### config.mk
export PLATFORM = sky130hd
export DESIGN_NAME = sys_cmd_ctrl
export DESIGN_NICKNAME = d
export VERILOG_FILES = /design/src/rtl/sys_cmd_ctrl.sv
export SDC_FILE = /design/constraint.sdc
export NUM_CORES = 1
export LEC_CHECK = 0
export CORE_MARGIN = 3
export CORE_UTILIZATION = 49
export DETAILED_ROUTE_END_ITERATION = 6
export GPL_ROUTABILITY_DRIVEN = 0
export MAX_ROUTING_LAYER = met4
export PLACE_DENSITY_LB_ADDON = 0.1
export SYNTH_ARGS = -nofsm -noshare
export SYNTH_HDL_FRONTEND = slang
export SYNTH_SLANG_ARGS = --single-unit
### constraint.sdc
create_clock -name CLK -period 1.9 [get_ports CLK]
set_input_delay 0.38 -clock CLK [delete_from_list [all_inputs] [get_ports CLK]]
set_output_delay 0.38 -clock CLK [all_outputs]
set_load 0.03 [all_outputs]
### src/rtl/sys_cmd_ctrl.sv
// UART command-protocol responder: decodes host frames (RF write/read, ALU with/without
// operands), drives the RegFile and ALU, and queues result bytes into the TX FIFO.
module sys_cmd_ctrl #(
    parameter int DATA_WIDTH    = 8,
    parameter int ADDR_WIDTH    = 4,
    parameter int ALU_FUN_WIDTH = 4
) (
    input  logic                      CLK,
    input  logic                      RST,
    input  logic [DATA_WIDTH-1:0]     RX_P_DATA,
    input  logic                      RX_D_VLD,
    output logic [ADDR_WIDTH-1:0]     Address,
    output logic                      WrEn,
    output logic                      RdEn,
    output logic [DATA_WIDTH-1:0]     WrData,
    input  logic [DATA_WIDTH-1:0]     RdData,
    input  logic                      RdData_Valid,
    output logic [ALU_FUN_WIDTH-1:0]  ALU_FUN,
    output logic                      ALU_EN,
    output logic                      CLK_EN,
    input  logic [2*DATA_WIDTH-1:0]   ALU_OUT,
    input  logic                      OUT_Valid,
    output logic [DATA_WIDTH-1:0]     WR_DATA,
    output logic                      WR_INC,
    input  logic                      FIFO_FULL
);

    localparam logic [DATA_WIDTH-1:0] CMD_WR     = DATA_WIDTH'(8'hAA);
    localparam logic [DATA_WIDTH-1:0] CMD_RD     = DATA_WIDTH'(8'hBB);
    localparam logic [DATA_WIDTH-1:0] CMD_ALU_OP = DATA_WIDTH'(8'hCC);
    localparam logic [DATA_WIDTH-1:0] CMD_ALU_NP = DATA_WIDTH'(8'hDD);

    typedef enum logic [3:0] {
        IDLE     = 4'd0,
        WR_ADDR  = 4'd1,
        WR_DATA_ST = 4'd2,
        RD_ADDR  = 4'd3,
        RD_WAIT  = 4'd4,
        OP_A     = 4'd5,
        OP_B     = 4'd6,
        FUN      = 4'd7,
        ALU_WAIT = 4'd8,
        SEND_RD  = 4'd9,
        SEND_LO  = 4'd10,
        SEND_HI  = 4'd11
    } state_t;

    state_t                    state_r, state_s;
    logic [ADDR_WIDTH-1:0]     addr_r, addr_s;
    logic [2*DATA_WIDTH-1:0]   result_r, result_s;
    logic [ADDR_WIDTH-1:0]     address_r, address_s;
    logic [DATA_WIDTH-1:0]     wr_data_r, wr_data_s;
    logic [ALU_FUN_WIDTH-1:0]  alu_fun_r, alu_fun_s;
    logic [DATA_WIDTH-1:0]     tx_data_r, tx_data_s;
    logic                      wr_en_r, wr_en_s;
    logic                      rd_en_r, rd_en_s;
    logic                      alu_en_r, alu_en_s;
    logic                      clk_en_r, clk_en_s;
    logic                      wr_inc_r, wr_inc_s;

    // State register plus registered copies of every output and latched field
    always_ff @(posedge CLK or negedge RST) begin
        if (!RST) begin
            state_r   <= IDLE;
            addr_r    <= '0;
            result_r  <= '0;
            address_r <= '0;
            wr_data_r <= '0;
            alu_fun_r <= '0;
            tx_data_r <= '0;
            wr_en_r   <= 1'b0;
            rd_en_r   <= 1'b0;
            alu_en_r  <= 1'b0;
            clk_en_r  <= 1'b0;
            wr_inc_r  <= 1'b0;
        end else begin
            state_r   <= state_s;
            addr_r    <= addr_s;
            result_r  <= result_s;
            address_r <= address_s;
            wr_data_r <= wr_data_s;
            alu_fun_r <= alu_fun_s;
            tx_data_r <= tx_data_s;
            wr_en_r   <= wr_en_s;
            rd_en_r   <= rd_en_s;
            alu_en_r  <= alu_en_s;
            clk_en_r  <= clk_en_s;
            wr_inc_r  <= wr_inc_s;
        end
    end

    // Next-state and next-output decode; strobes default low, data fields hold
    always_comb begin
        state_s   = state_r;
        addr_s    = addr_r;
        result_s  = result_r;
        address_s = address_r;
        wr_data_s = wr_data_r;
        alu_fun_s = alu_fun_r;
        tx_data_s = tx_data_r;
        wr_en_s   = 1'b0;
        rd_en_s   = 1'b0;
        alu_en_s  = 1'b0;
        clk_en_s  = 1'b0;
        wr_inc_s  = 1'b0;
        case (state_r)
            IDLE: begin
                if (RX_D_VLD) begin
                    case (RX_P_DATA)
                        CMD_WR:     state_s = WR_ADDR;
                        CMD_RD:     state_s = RD_ADDR;
                        CMD_ALU_OP: state_s = OP_A;
                        CMD_ALU_NP: state_s = FUN;
                        default:    state_s = IDLE;
                    endcase
                end else begin
                    state_s = IDLE;
                end
            end
            WR_ADDR: begin
                if (RX_D_VLD) begin
                    addr_s  = RX_P_DATA[ADDR_WIDTH-1:0];
                    state_s = WR_DATA_ST;
                end else begin
                    state_s = WR_ADDR;
                end
            end
            WR_DATA_ST: begin
                if (RX_D_VLD) begin
                    wr_en_s   = 1'b1;
                    address_s = addr_r;
                    wr_data_s = RX_P_DATA;
                    state_s   = IDLE;
                end else begin
                    state_s = WR_DATA_ST;
                end
            end
            RD_ADDR: begin
                if (RX_D_VLD) begin
                    rd_en_s   = 1'b1;
                    address_s = RX_P_DATA[ADDR_WIDTH-1:0];
                    state_s   = RD_WAIT;
                end else begin
                    state_s = RD_ADDR;
                end
            end
            RD_WAIT: begin
                if (RdData_Valid) begin
                    result_s = {{DATA_WIDTH{1'b0}}, RdData};
                    state_s  = SEND_RD;
                end else begin
                    state_s = RD_WAIT;
                end
            end
            OP_A, OP_B: begin
                if (RX_D_VLD) begin
                    wr_en_s   = 1'b1;
                    address_s = (state_r == OP_A) ? ADDR_WIDTH'(0) : ADDR_WIDTH'(1);
                    wr_data_s = RX_P_DATA;
                    state_s   = (state_r == OP_A) ? OP_B : FUN;
                end else begin
                    state_s = state_r;
                end
            end
            FUN: begin
                if (RX_D_VLD) begin
                    alu_en_s  = 1'b1;
                    clk_en_s  = 1'b1;
                    alu_fun_s = RX_P_DATA[ALU_FUN_WIDTH-1:0];
                    state_s   = ALU_WAIT;
                end else begin
                    state_s = FUN;
                end
            end
            ALU_WAIT: begin
                // Gate stays open until the result is captured
                if (OUT_Valid) begin
                    result_s = ALU_OUT;
                    clk_en_s = 1'b0;
                    state_s  = SEND_LO;
                end else begin
                    clk_en_s = 1'b1;
                    state_s  = ALU_WAIT;
                end
            end
            SEND_RD, SEND_LO, SEND_HI: begin
                if (!FIFO_FULL) begin
                    wr_inc_s  = 1'b1;
                    tx_data_s = (state_r == SEND_HI) ? result_r[2*DATA_WIDTH-1:DATA_WIDTH]
                                                     : result_r[DATA_WIDTH-1:0];
                    state_s   = (state_r == SEND_LO) ? SEND_HI : IDLE;
                end else begin
                    state_s = state_r;
                end
            end
            default: begin
                state_s = IDLE;
            end
        endcase
    end

    assign Address = address_r;
    assign WrEn    = wr_en_r;
    assign RdEn    = rd_en_r;
    assign WrData  = wr_data_r;
    assign ALU_FUN = alu_fun_r;
    assign ALU_EN  = alu_en_r;
    assign CLK_EN  = clk_en_r;
    assign WR_DATA = tx_data_r;
    assign WR_INC  = wr_inc_r;

endmodule
==> results.md <==
- Outcome: finished, final reports clean
- Initial antenna violation count: 0
- Pre-antenna DRT Iters: 4
- Worst rel slew slack: 0.572
- Die area: 6240 um^2
- Worst vdd ir: 0.750 mV
- Top-area cell type share of the netlist area: 0.508
- GRT overflow: 0
- Final core area utilization: 0.714
- Initial DRC Count: 198
- Clock Latency Late Sink: 0.30 ns
- Clk pwr share: 0.137
- Routed Antenna Nets: 0
- Reg area: 1330 um^2
- Seq pwr share: 0.392
- DR WL/cell: 15.0 um
- Setup bufs post-CTS: 0
- Final Skew: 0.00619 ns
- Required time of the critical path: 2.09 ns
- IO Pins: 67
- Maximum clock path buffer count: 2
- Post_cts resized: 0
- Synthesized Nets: 288
- Max_cap viols: 0
- Slew Limit Fails: 0
- Via density: 5.23
- Crit path launch: state_r[2]
- Vias: 2,076
- Crit-path max FO: 32
- PwrDens: 1340 nW/um^2
- CP Class: flop to flop
- Global-route wire length before repair: 9.92 mm
- Area taken by multi-input logic gates: 1140 um^2
- Die height: 79.0 um
- Design Area, Final: 3530 um^2
- Post-DP HPWL: 4.41 mm
- Switching part of the total power: 0.388
- Total length of routed wires: 5.96 mm
- Post-Synthesis Cells: 250
- Cts hold-fix bufs: 0
- Internal power: 2890 uW
- Ys Warns: 0
- CTS tree: yes
- Top cells by area, synth: dfrtp_1 (51%), mux2_2 (6.9%), a21oi_1 (4.6%)
- TritonCTS Sinks: 53
- CP arrival: 1.95 ns
- Placed cell area: 3420 um^2
- IO buf count: 66
- P_sw: 1830 uW
- Synth unique cells: 45
- Area Overhead vs Synth: 35.2%
- Core area: 4940 um^2
- Final #Nets: 368
- FILL cells: 439
- FMAX: 0.567 GHz
- Die width: 79.0 um
- Share of layout cells above drive strength 1: 0.185
- Seq/Total Area, Yosys: 0.508
- Worst reg2reg setup slack: 0.14 ns
- Total CTS buffers: 5
- Hold Vio Cnt, Final: 0
- HP Class: input port to asynchronous set/reset pin
- DRC Markers: 0
- Startpoint Class: flop
- Root Buffer: clkbuf_8
- Area leader, netlist: dfrtp_1
- Combinational group share of total power: 0.471
- Worst slew pin tran: 0.642 ns
- Crit. End Element: flop
- Yosys reg bits: 53
- Gr usage total: 0.207
- Leakage: 0.00150 uW
- Clock slew at reported path FFs: 0.09 ns
- Final setup vio count: 0
- Vias in the first global route: 2,072
- Row count: 25
- Syn avg cell area: 10.4 um^2
- Initial cell density of the core: 0.528
- Fin crit share: 0.928
- CTS H-tree lvls: 2
- Largest net degree at the start of global routing: 54
- R2r startpoint: state_r[2]
- Min Clock Period, post-route: 1.76 ns
- Diode count: 0
- Post-Syn Area: 2610 um^2
## per-stage QoR
stage	setup TNS (ns)	power [uW]	worst slack [ns]	std cells	hold WS, ns
2_1_floorplan	0	3250	0.239	250	0.0844
3_3_place_gp	-0.0469	4020	-0.0119	390	0.465
3_5_place_dp	-0.197	4090	-0.0372	390	0.473
4_1_cts	0	4730	0.123	397	0.213
5_1_grt	-0.0208	5020	-0.0208	397	0.236
6_report	0	4720	0.137	397	0.186
## synthesized netlist by cell type, drive strengths merged
cell and number:
a22o 3, and2 2, nor2b 5, and2b 1, nor3b 1, nor4 1
a32o 1, clkbuf 2, o22ai 2, o21a 2, nand2 16, or2 1
o21ai 26, a21oi 25, or3 1, xor2 1, a2bb2oi 1, nand3 10
inv 13, xnor2 1, a22oi 1, a211oi 1, nor4bb 1, nor2 21
nand4 2, dfrtp 53, o211ai 1, a32oi 1, a21o 1, nand2b 2
mux2 20, nand4bb 1, mux2i 8, buf 13, nor3 9
## worst paths after layout
path | to | depth (start not counted)
max in group asynchronous | state_r[0] | 2
max reg2reg | result_r[13] | 6
max | result_r[13] | 6
min reg2reg | WR_DATA[4] | 2
min | Address[3] | 2
min in group CLK | WR_DATA[4] | 2
## layout by cell type, fill, tap and decap left out, drive strengths merged, types with 2 or more instances in the layout
| cell type | Yosys | final |
|---|---|---|
| o22ai | 2 | 2 |
| nor3 | 9 | 9 |
| and2 | 2 | 2 |
| mux2 | 20 | 20 |
| dfrtp | 53 | 53 |
| a22o | 3 | 3 |
| a21oi | 25 | 25 |
| nor2 | 21 | 21 |
| clkdlybuf4s50 | 0 | 65 |
| inv | 13 | 13 |
| nand3 | 10 | 10 |
| nor2b | 5 | 5 |
| nand2b | 2 | 2 |
| buf | 13 | 23 |
| o21ai | 26 | 26 |
| nand4 | 2 | 2 |
| o21a | 2 | 2 |
| clkbuf | 2 | 6 |
| nand2 | 16 | 16 |
| mux2i | 8 | 8 |
## critical path: stages, from the launching register on
cell	delay (ns)
dfrtp_1	0.66
and2b_1	0.32
a22oi_1	0.26
nor3_4	0.07
buf_12	0.16
nand3_1	0.09
o21ai_0	0.08
## layout make-up
cell class	count	share of cell area
Inverter	13	0.0138
Clock buffer	6	0.0234
Multi-Input combinational cell	169	0.324
Sequential cell	53	0.376
Tap cell	67	0.0238
Clock inverter	1	0.00213
Timing Repair Buffer	88	0.236
## layer usage
metal	wire length, um	part of all wire	global-route usage	up-vias
met1	2910	0.49	0.302	968
li1	-	-	-	1028
met3	382	0.064	0.0442	6
met2	2610	0.44	0.299	74
met4	47	0.0079	0.0464	0
met5	0	0	-	-
## power groups by stage
stage	logic (uW)	clock network [uW]	registers, uW
2_1_floorplan	1020	0	2230
3_3_place_gp	2160	0	1850
3_5_place_dp	2220	0	1870
4_1_cts	2220	654	1850
5_1_grt	2410	704	1910
6_report	2220	645	1850
## logic make-up (layout without fill, tap and decap cells)
family / Yosys count / in the layout / share of synthesized area
AND/OR/NAND/NOR: 74 / 74 / 0.163
AO/OA/AOI/OAI: 65 / 65 / 0.142
flip-flops: 53 / 53 / 0.508
multiplexers: 28 / 28 / 0.123
buffers and inverters: 28 / 108 / 0.0580
XOR/XNOR: 2 / 2 / 0.00671
## state kept, by name, summed over array words and instances, names as in the netlist
| register | cells |
|---|---|
| WR_INC | 1 |
| WR_DATA | 8 |
| ALU_EN | 1 |
| Address | 4 |
| state_r | 4 |
| addr_r | 4 |
| ALU_FUN | 4 |
| result_r | 16 |
| RdEn | 1 |
| WrEn | 1 |
| WrData | 8 |
| CLK_EN | 1 |
(Power assumes the default switching activity.)
